`src/rtl/seg_cmd_pkg.sv`:
```
// Shared types and defaults for the BLE command receiver.
package seg_cmd_pkg;

  localparam int         BAUD_DIV_DEFAULT = 2604;
  localparam logic [7:0] CMD_GO_DEFAULT   = 8'h47;
  localparam logic [7:0] CMD_STOP_DEFAULT = 8'h53;

  typedef enum logic [1:0] {
    IDLE  = 2'd0,
    START = 2'd1,
    DATA  = 2'd2,
    STOP  = 2'd3
  } rx_state_t;

  typedef enum logic [1:0] {
    OFF  = 2'd0,
    PWR1 = 2'd1,
    PWR2 = 2'd2
  } auth_state_t;

endpackage

```
`src/rtl/uart_rx_core.sv`:
```
// 8N1 UART receiver: input synchroniser, start-edge detect, receive FSM
// with a down-counting baud timer sampling at mid-bit.
module uart_rx_core
  import seg_cmd_pkg::*;
#(
  parameter int BAUD_DIV = BAUD_DIV_DEFAULT
) (
  input  logic       clk,
  input  logic       rst,
  input  logic       RX,
  output logic [7:0] rx_data,
  output logic       rx_rdy,
  output logic       frame_err
);

  localparam logic [11:0] BAUD_M1 = 12'(BAUD_DIV - 1);
  localparam logic [11:0] HALF_M1 = 12'(BAUD_DIV / 2 - 1);

  logic        rx_meta_q, rx_sync_q, rx_prev_q;
  logic [1:0]  arm_cnt_q;
  logic        start_edge;
  logic        sample;

  rx_state_t   state_q, state_d;
  logic [11:0] baud_q, baud_d;
  logic [3:0]  bit_q, bit_d;
  logic [8:0]  shift_q, shift_d;
  logic [7:0]  data_q, data_d;
  logic        rdy_q, rdy_d;
  logic        ferr_q, ferr_d;
  logic        unused_shift;

  // The chain resets high, so edge detection waits until real line values
  // have reached the compare flop; a line already low at release is no start.
  always_ff @(posedge clk or posedge rst) begin
    if (rst) begin
      rx_meta_q <= 1'b1;
      rx_sync_q <= 1'b1;
      rx_prev_q <= 1'b1;
      arm_cnt_q <= 2'd0;
    end else begin
      rx_meta_q <= RX;
      rx_sync_q <= rx_meta_q;
      rx_prev_q <= rx_sync_q;
      if (arm_cnt_q != 2'd3) arm_cnt_q <= arm_cnt_q + 2'd1;
    end
  end

  assign start_edge   = (arm_cnt_q == 2'd3) && rx_prev_q && !rx_sync_q;
  assign sample       = (baud_q == 12'd0);
  assign unused_shift = shift_q[0];

  always_comb begin
    state_d = state_q;
    baud_d  = baud_q;
    bit_d   = bit_q;
    shift_d = shift_q;
    data_d  = data_q;
    rdy_d   = 1'b0;
    ferr_d  = 1'b0;
    case (state_q)
      IDLE: begin
        if (start_edge) begin
          state_d = START;
          baud_d  = HALF_M1;
        end
      end
      START: begin
        if (!sample) begin
          baud_d = baud_q - 12'd1;
        end else if (!rx_sync_q) begin
          state_d = DATA;
          baud_d  = BAUD_M1;
          bit_d   = 4'd0;
        end else begin
          state_d = IDLE;
        end
      end
      DATA: begin
        if (!sample) begin
          baud_d = baud_q - 12'd1;
        end else begin
          shift_d = {rx_sync_q, shift_q[8:1]};
          bit_d   = bit_q + 4'd1;
          baud_d  = BAUD_M1;
          if (bit_q == 4'd7) state_d = STOP;
        end
      end
      STOP: begin
        if (!sample) begin
          baud_d = baud_q - 12'd1;
        end else begin
          // Leaving at mid-stop-bit lets a following start bit be caught.
          state_d = IDLE;
          bit_d   = 4'd0;
          if (rx_sync_q) begin
            data_d = shift_q[8:1];
            rdy_d  = 1'b1;
          end else begin
            ferr_d = 1'b1;
          end
        end
      end
      default: state_d = IDLE;
    endcase
  end

  always_ff @(posedge clk or posedge rst) begin
    if (rst) begin
      state_q <= IDLE;
      baud_q  <= 12'd0;
      bit_q   <= 4'd0;
      shift_q <= 9'd0;
      data_q  <= 8'd0;
      rdy_q   <= 1'b0;
      ferr_q  <= 1'b0;
    end else begin
      state_q <= state_d;
      baud_q  <= baud_d;
      bit_q   <= bit_d;
      shift_q <= shift_d;
      data_q  <= data_d;
      rdy_q   <= rdy_d;
      ferr_q  <= ferr_d;
    end
  end

  assign rx_data   = data_q;
  assign rx_rdy    = rdy_q;
  assign frame_err = ferr_q;

endmodule

```
`src/rtl/ble_cmd_rx.sv`:
```
// BLE command front end: UART receiver plus the rider-authorisation FSM
// that produces pwr_up from go/stop commands and the rider_off sensor.
module ble_cmd_rx
  import seg_cmd_pkg::*;
#(
  parameter int         BAUD_DIV = BAUD_DIV_DEFAULT,
  parameter logic [7:0] CMD_GO   = CMD_GO_DEFAULT,
  parameter logic [7:0] CMD_STOP = CMD_STOP_DEFAULT
) (
  input  logic       clk,
  input  logic       rst,
  input  logic       RX,
  input  logic       rider_off,
  output logic [7:0] rx_data,
  output logic       rx_rdy,
  output logic       frame_err,
  output logic       pwr_up
);

  auth_state_t auth_q, auth_d;
  logic        pwr_up_q;
  logic        go_rx, stop_rx;

  uart_rx_core #(.BAUD_DIV(BAUD_DIV)) u_rx (
    .clk       (clk),
    .rst       (rst),
    .RX        (RX),
    .rx_data   (rx_data),
    .rx_rdy    (rx_rdy),
    .frame_err (frame_err)
  );

  assign go_rx   = rx_rdy && (rx_data == CMD_GO);
  assign stop_rx = rx_rdy && (rx_data == CMD_STOP);

  always_comb begin
    auth_d = auth_q;
    case (auth_q)
      OFF:  if (go_rx) auth_d = PWR1;
      PWR1: if (stop_rx) auth_d = rider_off ? OFF : PWR2;
      // A go command beats a simultaneous dismount.
      PWR2: begin
        if (go_rx)          auth_d = PWR1;
        else if (rider_off) auth_d = OFF;
      end
      default: auth_d = OFF;
    endcase
  end

  always_ff @(posedge clk or posedge rst) begin
    if (rst) begin
      auth_q   <= OFF;
      pwr_up_q <= 1'b0;
    end else begin
      auth_q   <= auth_d;
      pwr_up_q <= (auth_d != OFF);
    end
  end

  assign pwr_up = pwr_up_q;

endmodule
```
`config.mk`:
```
export PLATFORM = sky130hd
export DESIGN_NAME = ble_cmd_rx
export DESIGN_NICKNAME = d
export VERILOG_FILES = /design/src/rtl/seg_cmd_pkg.sv /design/src/rtl/uart_rx_core.sv /design/src/rtl/ble_cmd_rx.sv
export SDC_FILE = /design/constraint.sdc
export NUM_CORES = 1
export LEC_CHECK = 0
export ABC_AREA = 1
export CAP_MARGIN = 20
export CORE_MARGIN = 2
export CORE_UTILIZATION = 55
export DETAILED_ROUTE_END_ITERATION = 16
export GPL_ROUTABILITY_DRIVEN = 0
export PLACE_DENSITY = 0.84
export SLEW_MARGIN = 20
export SYNTH_ARGS = -nofsm -noshare
export SYNTH_HDL_FRONTEND = slang
export SYNTH_HIERARCHICAL = 1
export SYNTH_SLANG_ARGS = --single-unit
```
`constraint.sdc`:
```
create_clock -name clk -period 1.85 [get_ports clk]
set_clock_uncertainty 0.05 [all_clocks]
set_input_delay 0.37 -clock clk [delete_from_list [all_inputs] [get_ports clk]]
set_output_delay 0.37 -clock clk [all_outputs]
set_load 0.01 [all_outputs]
```
* Word level (Yosys, flattened, before mapping)
Cells that the tools add are included.
Word-level totals: memories kept 0, RAM bits 0, latch bits 0, output and inout port bits 11, input bits 4, logic and storage cells 79, bits in read-only memories 0, register bits after elaboration 45
Operators by class: reduce and logical (&&, ||, !) cells 15, eq/ne operators 18, add/sub/neg operators 3, shift operators 0, multiplexer cells 30, $lt $le $gt $ge 0, $mul 0, bitwise logic cells 0, div/mod/pow operators 0
Operators with widths (count):
- 12-bit two-way mux | 5
- 12-bit case mux with 4 select lines | 1
- 2-bit two-way mux | 11
- 8-bit by 7-bit == test with 1-bit output (second input constant) | 2
- 4-bit two-way mux | 4
- 12-bit zero test | 1
- 4-bit case mux with 3 select lines | 1
- 12-bit by 1-bit subtractor with 12-bit output (second input constant) | 1
- 2-bit by 1-bit inequality test with 1-bit output (second input constant) | 5
- 5-bit AND reduction | 2
- 2-bit == test (second input constant) | 4
- 2-bit case mux with 4 select lines | 1
- 1-bit two-way mux | 6
- 2-bit inequality test (second input constant) | 3
- 2-bit case mux with 3 select lines | 1
- 3-bit AND reduction | 2
- 4-bit by 1-bit adder with 4-bit output (second input constant) | 1
- 2-bit by 1-bit == test with 1-bit output (second input constant) | 2
- 4-bit by 3-bit == test with 1-bit output (second input constant) | 1
- 1-bit logical AND | 4
- 2-bit zero test | 2
- 3-bit inequality test (second input constant) | 1
- 3-bit nonzero test | 1
- 2-bit by 1-bit adder with 2-bit output (second input constant) | 1
- 3 further kinds | 3

* Longest topological paths before layout
Gate-level depths: netlist of the first run.
depth in word-level cells 5, depth in mapped cells 11

* By module
The synthesis of the first run kept the hierarchy.
By module, submodules not included:
- uart_rx_core | times used 1, cells each 260, sequential area each 1029.7 um2, area an instance 2195.9 um2
- ble_cmd_rx | times used 1, cells each 35, sequential area each 75.1 um2, area an instance 217.7 um2

* Least setup slack after synthesis of the first run
OpenSTA, ideal clock, no wires.
path type register -> register, from register u_rx.baud_q[0], to register u_rx.baud_q[4], stages on the path, launching flop included 12, library setup time 0.123 ns, arrival 1.426 ns, clock period less this slack 1.599 ns, required time 1.677 ns, path slack 0.251 ns, cell sequence dfrtp_1 > inv_1 > ha_1 > inv_1 > nor2_1 > nand2_1 > nor2_2 > nand3_2 > nand2_2 > inv_2 > nor2_1 > a21oi_1
On the way: word-level cells in the longest chain between the ends 3, elaborated cells on any way between the ends 9, those cells by class add/sub (1); eq/ne (2); mux (4); reduce/logical (2)
Ends and longest elaborated chain:
- from (decl) | RTL line uart_rx_core.sv:25 | logic [11:0] baud_q, baud_d;
- from (signal assigned) | RTL line uart_rx_core.sv:119 | baud_q <= baud_d;
- 12-bit by 1-bit subtractor with 12-bit output or 12-bit zero test (tied branches)
- 12-bit two-way mux (tied with other cells) | RTL line uart_rx_core.sv:90 | if (!sample) begin
- 12-bit case mux with 4 select lines or 3-bit AND reduction (tied branches)
Parallel ways exist; a longest one is shown, timed or not. The select of a mux whose other input is x is not followed. A chain may end at the register's enable or synchronous reset.

* Worst setup path after layout of the first run
from register u_rx.baud_q[0], to register u_rx.baud_q[10]
Same word-level chain as after synthesis.

==> run_results.csv, run 1 <==
group,metric,value,unit
outcome,status,"completed",
global_route,grt.busiest_layer,"met2",
yosys,ys_types,27,
critical_path,criticalPathCategory,"flop to flop",
clocking,clk_latency,0.30,ns
yosys,synth_area,0.002414,mm²
cells_and_area,n_antenna_cell,0,
clocking,htree_levels,2,
cells_and_area,fin_area,0.002853,mm²
clocking,holdBufCountCts,0,
run,maxCapViolCount,0,
timing,max_slew.worst_pin.slew,0.3927,ns
yosys,synth_area_leaders,"dfrtp_1, nand2_1, inv_1, o21ai_2, ha_1",
detailed_routing,wl_per_cell,12.88,µm
yosys,synth_nets,308,
critical_path,crit_arrival,1.91,ns
global_route,gr-usage-met3,4.762,%
power,power.density,1153,mW/mm²
detailed_routing,vias,1936,
critical_path,crit_required,1.98,ns
global_route,grt_pass1_wl,8.293,mm
power,p_leak,0.001348,µW
yosys,synth_seq_area_share,45.78,%
critical_path,r2r-end,"u_rx/baud_q[10]$_DFFE_PP0P_",
clocking,cts_buffer_depth,2,
cells_and_area,fin_nets,336,
detailed_routing,via_per_inst,5.149,
yosys,async_flop_share,100.0,%
global_route,antenna_found_initial,0,
cells_and_area,drive_gt1_share,23.15,%
cells_and_area,fillCellCount,330,
timing,period_minus_slack,1.781,ns
global_route,overflow,0,
placement,numPortBuffers,14,
yosys,yosys.area.top_type,"dfrtp_1",
critical_path,r2r-start,"u_rx/baud_q[0]$_DFFE_PP0P_",
critical_path,r2r_cells,11,
global_route,track_usage,20.90,%
clocking,numCtsBuffers,5,
detailed_routing,ant_nets,0,
global_route,grt_pass1_vias,1807,
yosys,netlist_instances,295,
critical_path,reg2reg_slack,0.07,ns
global_route,grt_max_degree,42,
die,num_rows,24,
die,die_width,70.25,µm
yosys,syn_avg_cell_area,8.182,µm²
clocking,cts_tree,"done",
placement,place_ws,0.1298,ns
critical_path,cp_max_fo,7,
timing,period_share,96.25,%
yosys,ys_warn_count,6,
yosys,synth_edf_count,0,
die,die_h,70.25,µm
cells_and_area,area_growth,18.20,%
die,initial_core_util,56.21,%
timing,setup_slack,0.06945,ns
clocking,cts.sinks,44,
placement,place_hpwl,3.335,mm
clocking,cts_root_buffer,"clkbuf_8",
die,core-area,0.004294,mm²
detailed_routing,drc,0,
detailed_routing,wl,4.842,mm
critical_path,worst_setup_path_end_kind,"flop",
global_route,use_met2,33.75,%
hold_path,min_path_type,"primary input to asynchronous set/reset pin",
clocking,path_clk_slew,0.09,ns
global_route,grt_util_met1,28.11,%
power,peakVddDrop,0.6774,mV
yosys,ys.flop_type,"dfrtp_1",
timing,relSlewSlack,73.66,%
yosys,ys_seq_elements,44,
cells_and_area,fin_util,66.43,%
detailed_routing,drt_iter0_drc,162,
timing,final_max_slew_viol_count,0,
die,die-area,0.004934,mm²
timing,hold_viol,0,
timing,max_freq,561.6,MHz
die,io_pins,15,
yosys,synth_top_cell_area_share,42.51,%
detailed_routing,first_pass_iters,4,
timing,setup_viol,0,
critical_path,start_kind,"flop",
placement,dpl_cell_area,0.002634,mm²
## where the power goes
| group | switching, µW | internal (µW) | total (µW) |
|---|---|---|---|
| clock | 345 | 407 | 752 |
| combinational | 871 | 455 | 1330 |
| sequential | 138 | 1070 | 1210 |
| total | 1350 | 1940 | 3290 |
## metal layers
metal | vias up | wire (µm)
met4 | 0 | 54
met5 | - | 0
met1 | 897 | 2216
met3 | 6 | 228
li1 | 986 | -
met2 | 47 | 2342
## registers in the layout (all words and copies together), names as in the netlist, named ones only
| name | count |
|---|---|
| auth_q | 2 |
| pwr_up | 1 |
| u_rx/arm_cnt_q | 2 |
| u_rx/baud_q | 12 |
| u_rx/bit_q | 4 |
| u_rx/frame_err | 1 |
| u_rx/rx_data | 8 |
| u_rx/rx_meta_q | 1 |
| u_rx/rx_prev_q | 1 |
| u_rx/rx_rdy | 1 |
| u_rx/rx_sync_q | 1 |
| u_rx/shift_q | 8 |
| u_rx/state_q | 1 |
## synthesized netlist by cell type, drive strengths merged (2+ instances only)
library cell and count:
a21oi 7, dfstp 3, nor3 2, ha 9, inv 45, o21ai 25, xor2 5, nor2 32
nand3 25, nand4 7, nand2 86, dfrtp 41, buf 2
## metrics by stage
stage	power [µW]	instances	TNS (ns)	hold WS [ns]
4_1_cts	3101	370	0	0.2188
3_5_place_dp	2342	362	0	0.2982
5_1_grt	3537	376	-0.2223	0.2382
3_3_place_gp	2306	362	0	0.2970
6_report	3289	376	0	0.2141
2_1_floorplan	2073	295	0	0.07364
## final cells by class
type                            instances  area, µm²  share of cell area, %
Multi-Input combinational cell        203       1169                  40.96
Tap cell                               52      65.06                  2.281
Inverter                               45      171.4                  6.009
Clock buffer                            5      68.82                  2.412
Clock inverter                          3      46.29                  1.623
Sequential cell                        44       1105                  38.73
Timing Repair Buffer                   24      227.7                  7.982
## critical path, stage by stage (launching register included)
cell     delay (ns)
dfrtp_1        0.41
inv_1          0.09
ha_2           0.20
inv_1          0.05
nor2_2         0.10
nand2_2        0.07
nor2_4         0.18
nand3_4        0.14
nand2_4        0.16
inv_4          0.06
nor2_1         0.09
a21oi_1        0.05
## what timing repair did
action,in CTS,in global routing
buffers inserted,0,6
endpoints found under the hold margin,0,0
resized for setup,0,16
endpoints found under the setup margin,0,13
## placed cells by master, fill, tap and decap left out, types with 2 or more instances in the layout
master and n:
a21oi_1 6, nor2_1 21, nand3_2 2, clkbuf_8 5, buf_4 9, nor2_2 9, dfrtp_1 41, o21ai_1 7
nand3_1 20, inv_1 38, o21ai_2 15, inv_2 6, nand2_4 2, dfstp_2 3, o21ai_0 3, clkdlybuf4s50_1 14
xor2_1 5, nand3_4 3, nand2_2 9, nand4_1 7, nand2_1 75, nor2_4 2, ha_1 8, nor3_1 2
## how the worst max path moves through the flow
stage,slack [ns],to,from
2_1_floorplan,0.25,u_rx/baud_q[4]$_DFFE_PP0P_,u_rx/baud_q[0]$_DFFE_PP0P_
3_3_place_gp,0.18,u_rx/baud_q[4]$_DFFE_PP0P_,u_rx/baud_q[0]$_DFFE_PP0P_
3_5_place_dp,0.13,u_rx/baud_q[8]$_DFFE_PP0P_,u_rx/baud_q[0]$_DFFE_PP0P_
4_1_cts,0.11,u_rx/baud_q[8]$_DFFE_PP0P_,u_rx/baud_q[0]$_DFFE_PP0P_
5_1_grt,-0.05,u_rx/baud_q[9]$_DFFE_PP0P_,u_rx/baud_q[0]$_DFFE_PP0P_
6_report,0.07,u_rx/baud_q[10]$_DFFE_PP0P_,u_rx/baud_q[0]$_DFFE_PP0P_
## kinds of logic (layout without fill, tap and decap cells)
family,after synthesis,count (layout),share of synthesized area (%)
and+or+nand+nor,154,154,29.29
DFF,44,44,45.78
muxes,1,1,0.4665
adders and majority gates,9,9,4.666
xor gates and xnor gates,6,6,2.177
AOI/OAI and AO/OA,33,33,9.486
buffers and inverters,48,77,8.139
No activity file was read; power rests on OpenSTA's default activity.
==> run 2: changes to the inputs <==
- CORE_UTILIZATION: 55 -> 59
- PLACE_DENSITY: 0.84 -> 0.88
==> run 2 against run 1 <==
  * Cell count fell by 2.1%
  * Sequential share of layout area up 1.3 points
  * Combinational power is 9% lower
  * Critical endpoint is now u_rx/baud_q[7]$_DFFE_PP0P_
  * Final area shrank 3.2%
  * Largest cell class unchanged
  * Highest routed layer unchanged
  * Largest power group is now registers
  * Global-route usage rose by 1.5 points
==> run_results.csv, run 2 (same netlist as run 1, synthesis figures left out) <==
group,metric,value,unit
detailed_routing,ant_nets,0,
cells_and_area,multi_input_area,0.001141,mm²
clocking,path_clk_slew,0.08,ns
timing,setup_viol,0,
outcome,status,"completed",
die,io_pins,15,
timing,hold-worst-slack,0.2162,ns
power,pwr-share-comb,38.4,%
die,die_h,67.96,µm
power,p_leak,0.001299,µW
power,finalPower,3165,µW
critical_path,crit_required,1.98,ns
critical_path,cp_max_fo,5,
timing,max_slew.worst_pin.slew,0.3933,ns
clocking,cts_tree,"done",
power,p_switching,1296,µW
timing,period_minus_slack,1.781,ns
die,initial_core_util,60.78,%
detailed_routing,vias,1989,
placement,dp_cells,360,
global_route,grt_pass1_wl,7.665,mm
die,die_width,67.96,µm
cells_and_area,final_common_cell,"nand2_1",
clocking,clk_latency,0.31,ns
global_route,grt_max_degree,30,
cells_and_area,drive_gt1_share,19.50,%
cells_and_area,fin_cells,368,
power,power.density,1146,mW/mm²
detailed_routing,wl,4.807,mm
global_route,grt_pass1_vias,1744,
die,die-area,0.004619,mm²
timing,setup_slack,0.06938,ns
hold_path,min_path_type,"primary input to asynchronous set/reset pin",
placement,numPortBuffers,14,
global_route,antenna_found_initial,0,
timing,hold_viol,0,
clocking,htree_levels,2,
cells_and_area,seqCellArea,0.001105,mm²
timing,max_freq,561.6,MHz
critical_path,crit_arrival,1.91,ns
placement,place_hpwl,3.384,mm
critical_path,reg2reg_slack,0.07,ns
cells_and_area,area_growth,14.46,%
power,internal_power,1870,µW
die,num_rows,23,
detailed_routing,first_pass_iters,4,
timing,final_max_slew_viol_count,0,
detailed_routing,drc,0,
critical_path,start_kind,"flop",
power,sw_frac_of_total,40.93,%
cells_and_area,n_antenna_cell,0,
clocking,cts_root_buffer,"clkbuf_8",
timing,rsz0062_at_grt,"true",
run,maxCapViolCount,0,
clocking,cts_buffer_depth,2,
clocking,holdBufCountCts,0,
global_route,overflow,0,
cells_and_area,fillCellCount,314,
cells_and_area,mostFrequentLayoutCells,"nand2_1, dfrtp_1, inv_1",
clocking,post_cts_buffers,0,
clocking,ctsResizeCount,0,
timing,period_share,96.25,%
detailed_routing,drt_iter0_drc,132,
die,core-area,0.003971,mm²
critical_path,criticalPathCategory,"flop to flop",
power,peakVddDrop,0.8520,mV
timing,relSlewSlack,73.62,%
cells_and_area,largest_register,"u_rx/baud_q",
detailed_routing,wl_per_cell,13.06,µm
clocking,cts.sinks,44,
cells_and_area,largest_reg_flops,12,
power,clkPwrFrac,23.5,%
cells_and_area,fin_nets,330,
power,pwr-share-seq,38.1,%
clocking,numCtsBuffers,5,
critical_path,worst_setup_path_end_kind,"flop",
detailed_routing,via_per_inst,5.405,
global_route,track_usage,22.39,%
placement,place_ws,0.1211,ns
run 2: area by class of cell:
class | count | share of cell area, %
clock buffers | 5 | 2.491
clock inverters | 3 | 1.676
inverters | 45 | 6.114
multi-input cells | 203 | 41.30
flip-flops and latches | 44 | 39.99
well taps | 50 | 2.264
repair buffers | 18 | 6.159
run 2: path summary, 6_finish.rpt:
path	from	to	cells past startpoint
min reg2reg	u_rx/rx_meta_q$_DFF_PP1_	u_rx/rx_sync_q$_DFF_PP1_	0
min	rst	pwr_up$_DFF_PP0_	2
min in group clk	u_rx/rx_meta_q$_DFF_PP1_	u_rx/rx_sync_q$_DFF_PP1_	0
max	u_rx/baud_q[4]$_DFFE_PP0P_	u_rx/baud_q[7]$_DFFE_PP0P_	8
max in group asynchronous	rst	u_rx/rx_meta_q$_DFF_PP1_	3
max reg2reg	u_rx/baud_q[4]$_DFFE_PP0P_	u_rx/baud_q[7]$_DFFE_PP0P_	8
run 2: layer usage:
metal	global-route usage, %	vias to the layer above	wire length [µm]
met3	3.618	12	263
met4	9.000	0	126
met1	29.06	934	2063
met2	37.38	75	2353
li1	-	968	-
met5	0	-	0
run 2: power by group through the flow:
stage	registers, µW	clock network, µW	logic, µW
after floorplan	1190	0	887
after global placement	1210	0	1090
after detailed placement	1210	0	1140
after CTS	1200	766	1150
after global routing	1220	786	1370
final	1210	743	1210
run 2: per-stage QoR:
stage / utilization [%] / setup TNS, ns / instance area, µm²
2_1_floorplan: - / 0 / 2414
3_3_place_gp: 65.94 / 0 / 2619
3_5_place_dp: 65.94 / 0 / 2619
4_1_cts: 68.84 / 0 / 2734
5_1_grt: 69.57 / -0.2013 / 2763
6_report: 69.57 / 0 / 2763
run 2: critical path, stage by stage (launching register included):
cell     delay [ns]
dfrtp_1        0.45
nor2_2         0.19
nand2_1        0.11
inv_2          0.14
nand3_1        0.14
nand2_1        0.09
nand2_1        0.15
a21oi_1        0.26
nor2_1         0.08
==> run 3: changes to the inputs <==
- CORE_MARGIN: 2 -> not set
- SKIP_CTS_REPAIR_TIMING: not set -> 1
==> run 3 against run 2 <==
  * Register-to-register slack better by 0.05 ns
  * Power is 2.3% higher
  * Count of clock-buffer cells in the layout stayed put
  * Fmax is 2.9% higher
  * Cell count is 0.27% lower
  * Combinational power is 6% higher
  * Setup slack better by 0.051 ns
  * Final area is 1.3% higher
  * Critical path type unchanged
  * Largest cell class unchanged
  * Largest power group is now combinational cells
==> run_results.csv, run 3 (same netlist as run 1, synthesis figures left out) <==
group,metric,value,unit
outcome,status,"completed",
detailed_routing,drt_iter0_drc,104,
clocking,path_clk_slew,0.09,ns
clocking,cts_buffer_depth,2,
critical_path,criticalPathCategory,"flop to flop",
detailed_routing,wl,4.783,mm
clocking,cts_root_buffer,"clkbuf_8",
timing,setup_tns,0,ns
die,die-area,0.004351,mm²
cells_and_area,largest_reg_flops,12,
placement,place_hpwl,3.251,mm
die,die_h,65.96,µm
cells_and_area,mostFrequentLayoutCells,"nand2_1, dfrtp_1, inv_1",
timing,relSlewSlack,75.05,%
clocking,numCtsBuffers,5,
cells_and_area,fin_util,73.68,%
detailed_routing,wl_per_cell,13.03,µm
global_route,antenna_found_initial,0,
critical_path,crit_required,1.99,ns
timing,max_freq,578.1,MHz
placement,dpl_cell_area,0.002621,mm²
timing,setup_viol,0,
clocking,cts_tree,"done",
placement,numPortBuffers,14,
cells_and_area,largest_register,"u_rx/baud_q",
global_route,grt_pass1_vias,1769,
timing,final_max_slew_viol_count,0,
power,peakVddDrop,0.9136,mV
global_route,track_usage,23.94,%
timing,hold_viol,0,
clocking,clk_latency,0.30,ns
detailed_routing,drc,0,
detailed_routing,first_pass_iters,4,
timing,period_share,93.51,%
critical_path,cp_max_fo,7,
cells_and_area,area_growth,15.97,%
hold_path,min_path_type,"primary input to asynchronous set/reset pin",
power,power.density,1157,mW/mm²
critical_path,start_kind,"flop",
cells_and_area,final_common_cell,"nand2_1",
placement,dp_cells,357,
timing,setup_slack,0.1201,ns
global_route,grt_max_degree,42,
die,core-area,0.003799,mm²
clocking,htree_levels,2,
placement,place_ws,0.1042,ns
clocking,cts.sinks,44,
critical_path,worst_setup_path_end_kind,"flop",
cells_and_area,fin_area,0.002799,mm²
die,num_rows,22,
cells_and_area,n_antenna_cell,0,
die,die_width,65.96,µm
detailed_routing,via_per_inst,5.292,
detailed_routing,ant_nets,0,
global_route,grt_pass1_wl,7.824,mm
cells_and_area,fin_nets,331,
cells_and_area,drive_gt1_share,20.69,%
die,io_pins,15,
run,maxCapViolCount,0,
global_route,overflow,0,
critical_path,crit_arrival,1.87,ns
detailed_routing,vias,1942,
power,p_leak,0.001324,µW
critical_path,reg2reg_slack,0.12,ns
timing,max_slew.worst_pin.slew,0.3720,ns
die,initial_core_util,63.54,%
timing,period_minus_slack,1.730,ns
cells_and_area,fin_cells,367,
## run 3: final timing paths
path / from / cells after the start / end
max: flop / 9 / u_rx/baud_q[2]$_DFFE_PP0P_
min: rst / 2 / auth_q[0]$_DFF_PP0_
min reg2reg: u_rx/rx_meta_q$_DFF_PP1_ / 0 / u_rx/rx_sync_q$_DFF_PP1_
min in group clk: u_rx/rx_meta_q$_DFF_PP1_ / 0 / u_rx/rx_sync_q$_DFF_PP1_
max reg2reg: flop / 9 / u_rx/baud_q[2]$_DFFE_PP0P_
max in group asynchronous: rst / 3 / u_rx/rx_prev_q$_DFF_PP1_
## run 3: final cells by class
type	count	area (µm²)
sequential	44	1105
clock buffer	5	68.82
clock inverter	3	46.29
timing repair buffer	19	190.2
fill	263	999.7
inverter	45	168.9
multi-input combinational	203	1160
tap	48	60.06
## run 3: report_power, final
| group | total [µW] | switching [µW] | internal [µW] |
|---|---|---|---|
| Combinational | 1280 | 843 | 434 |
| Sequential | 1210 | 137 | 1070 |
| Clock | 752 | 345 | 407 |
| Total | 3240 | 1320 | 1910 |
## run 3: metrics by stage
step | hold slack, ns | power, µW
3_5_place_dp | 0.2968 | 2342
2_1_floorplan | 0.07364 | 2073
6_report | 0.2052 | 3238
5_1_grt | 0.2181 | 3454
4_1_cts | 0.2091 | 3108
3_3_place_gp | 0.2965 | 2305
## run 3: routing by layer
metal | GRT usage (%) | part of all wire (%)
met5 | 0 | 0
met4 | 8.777 | 1.7
met3 | 5.345 | 4.1
met2 | 38.01 | 49
met1 | 31.96 | 45
## run 3: worst max-delay path: stages (launching register included)
cell	delay, ns
dfrtp_1	0.43
inv_1	0.12
ha_1	0.21
inv_1	0.09
o21ai_2	0.20
nand3_4	0.14
nand2_4	0.13
inv_2	0.08
nor2_1	0.13
a21oi_2	0.05
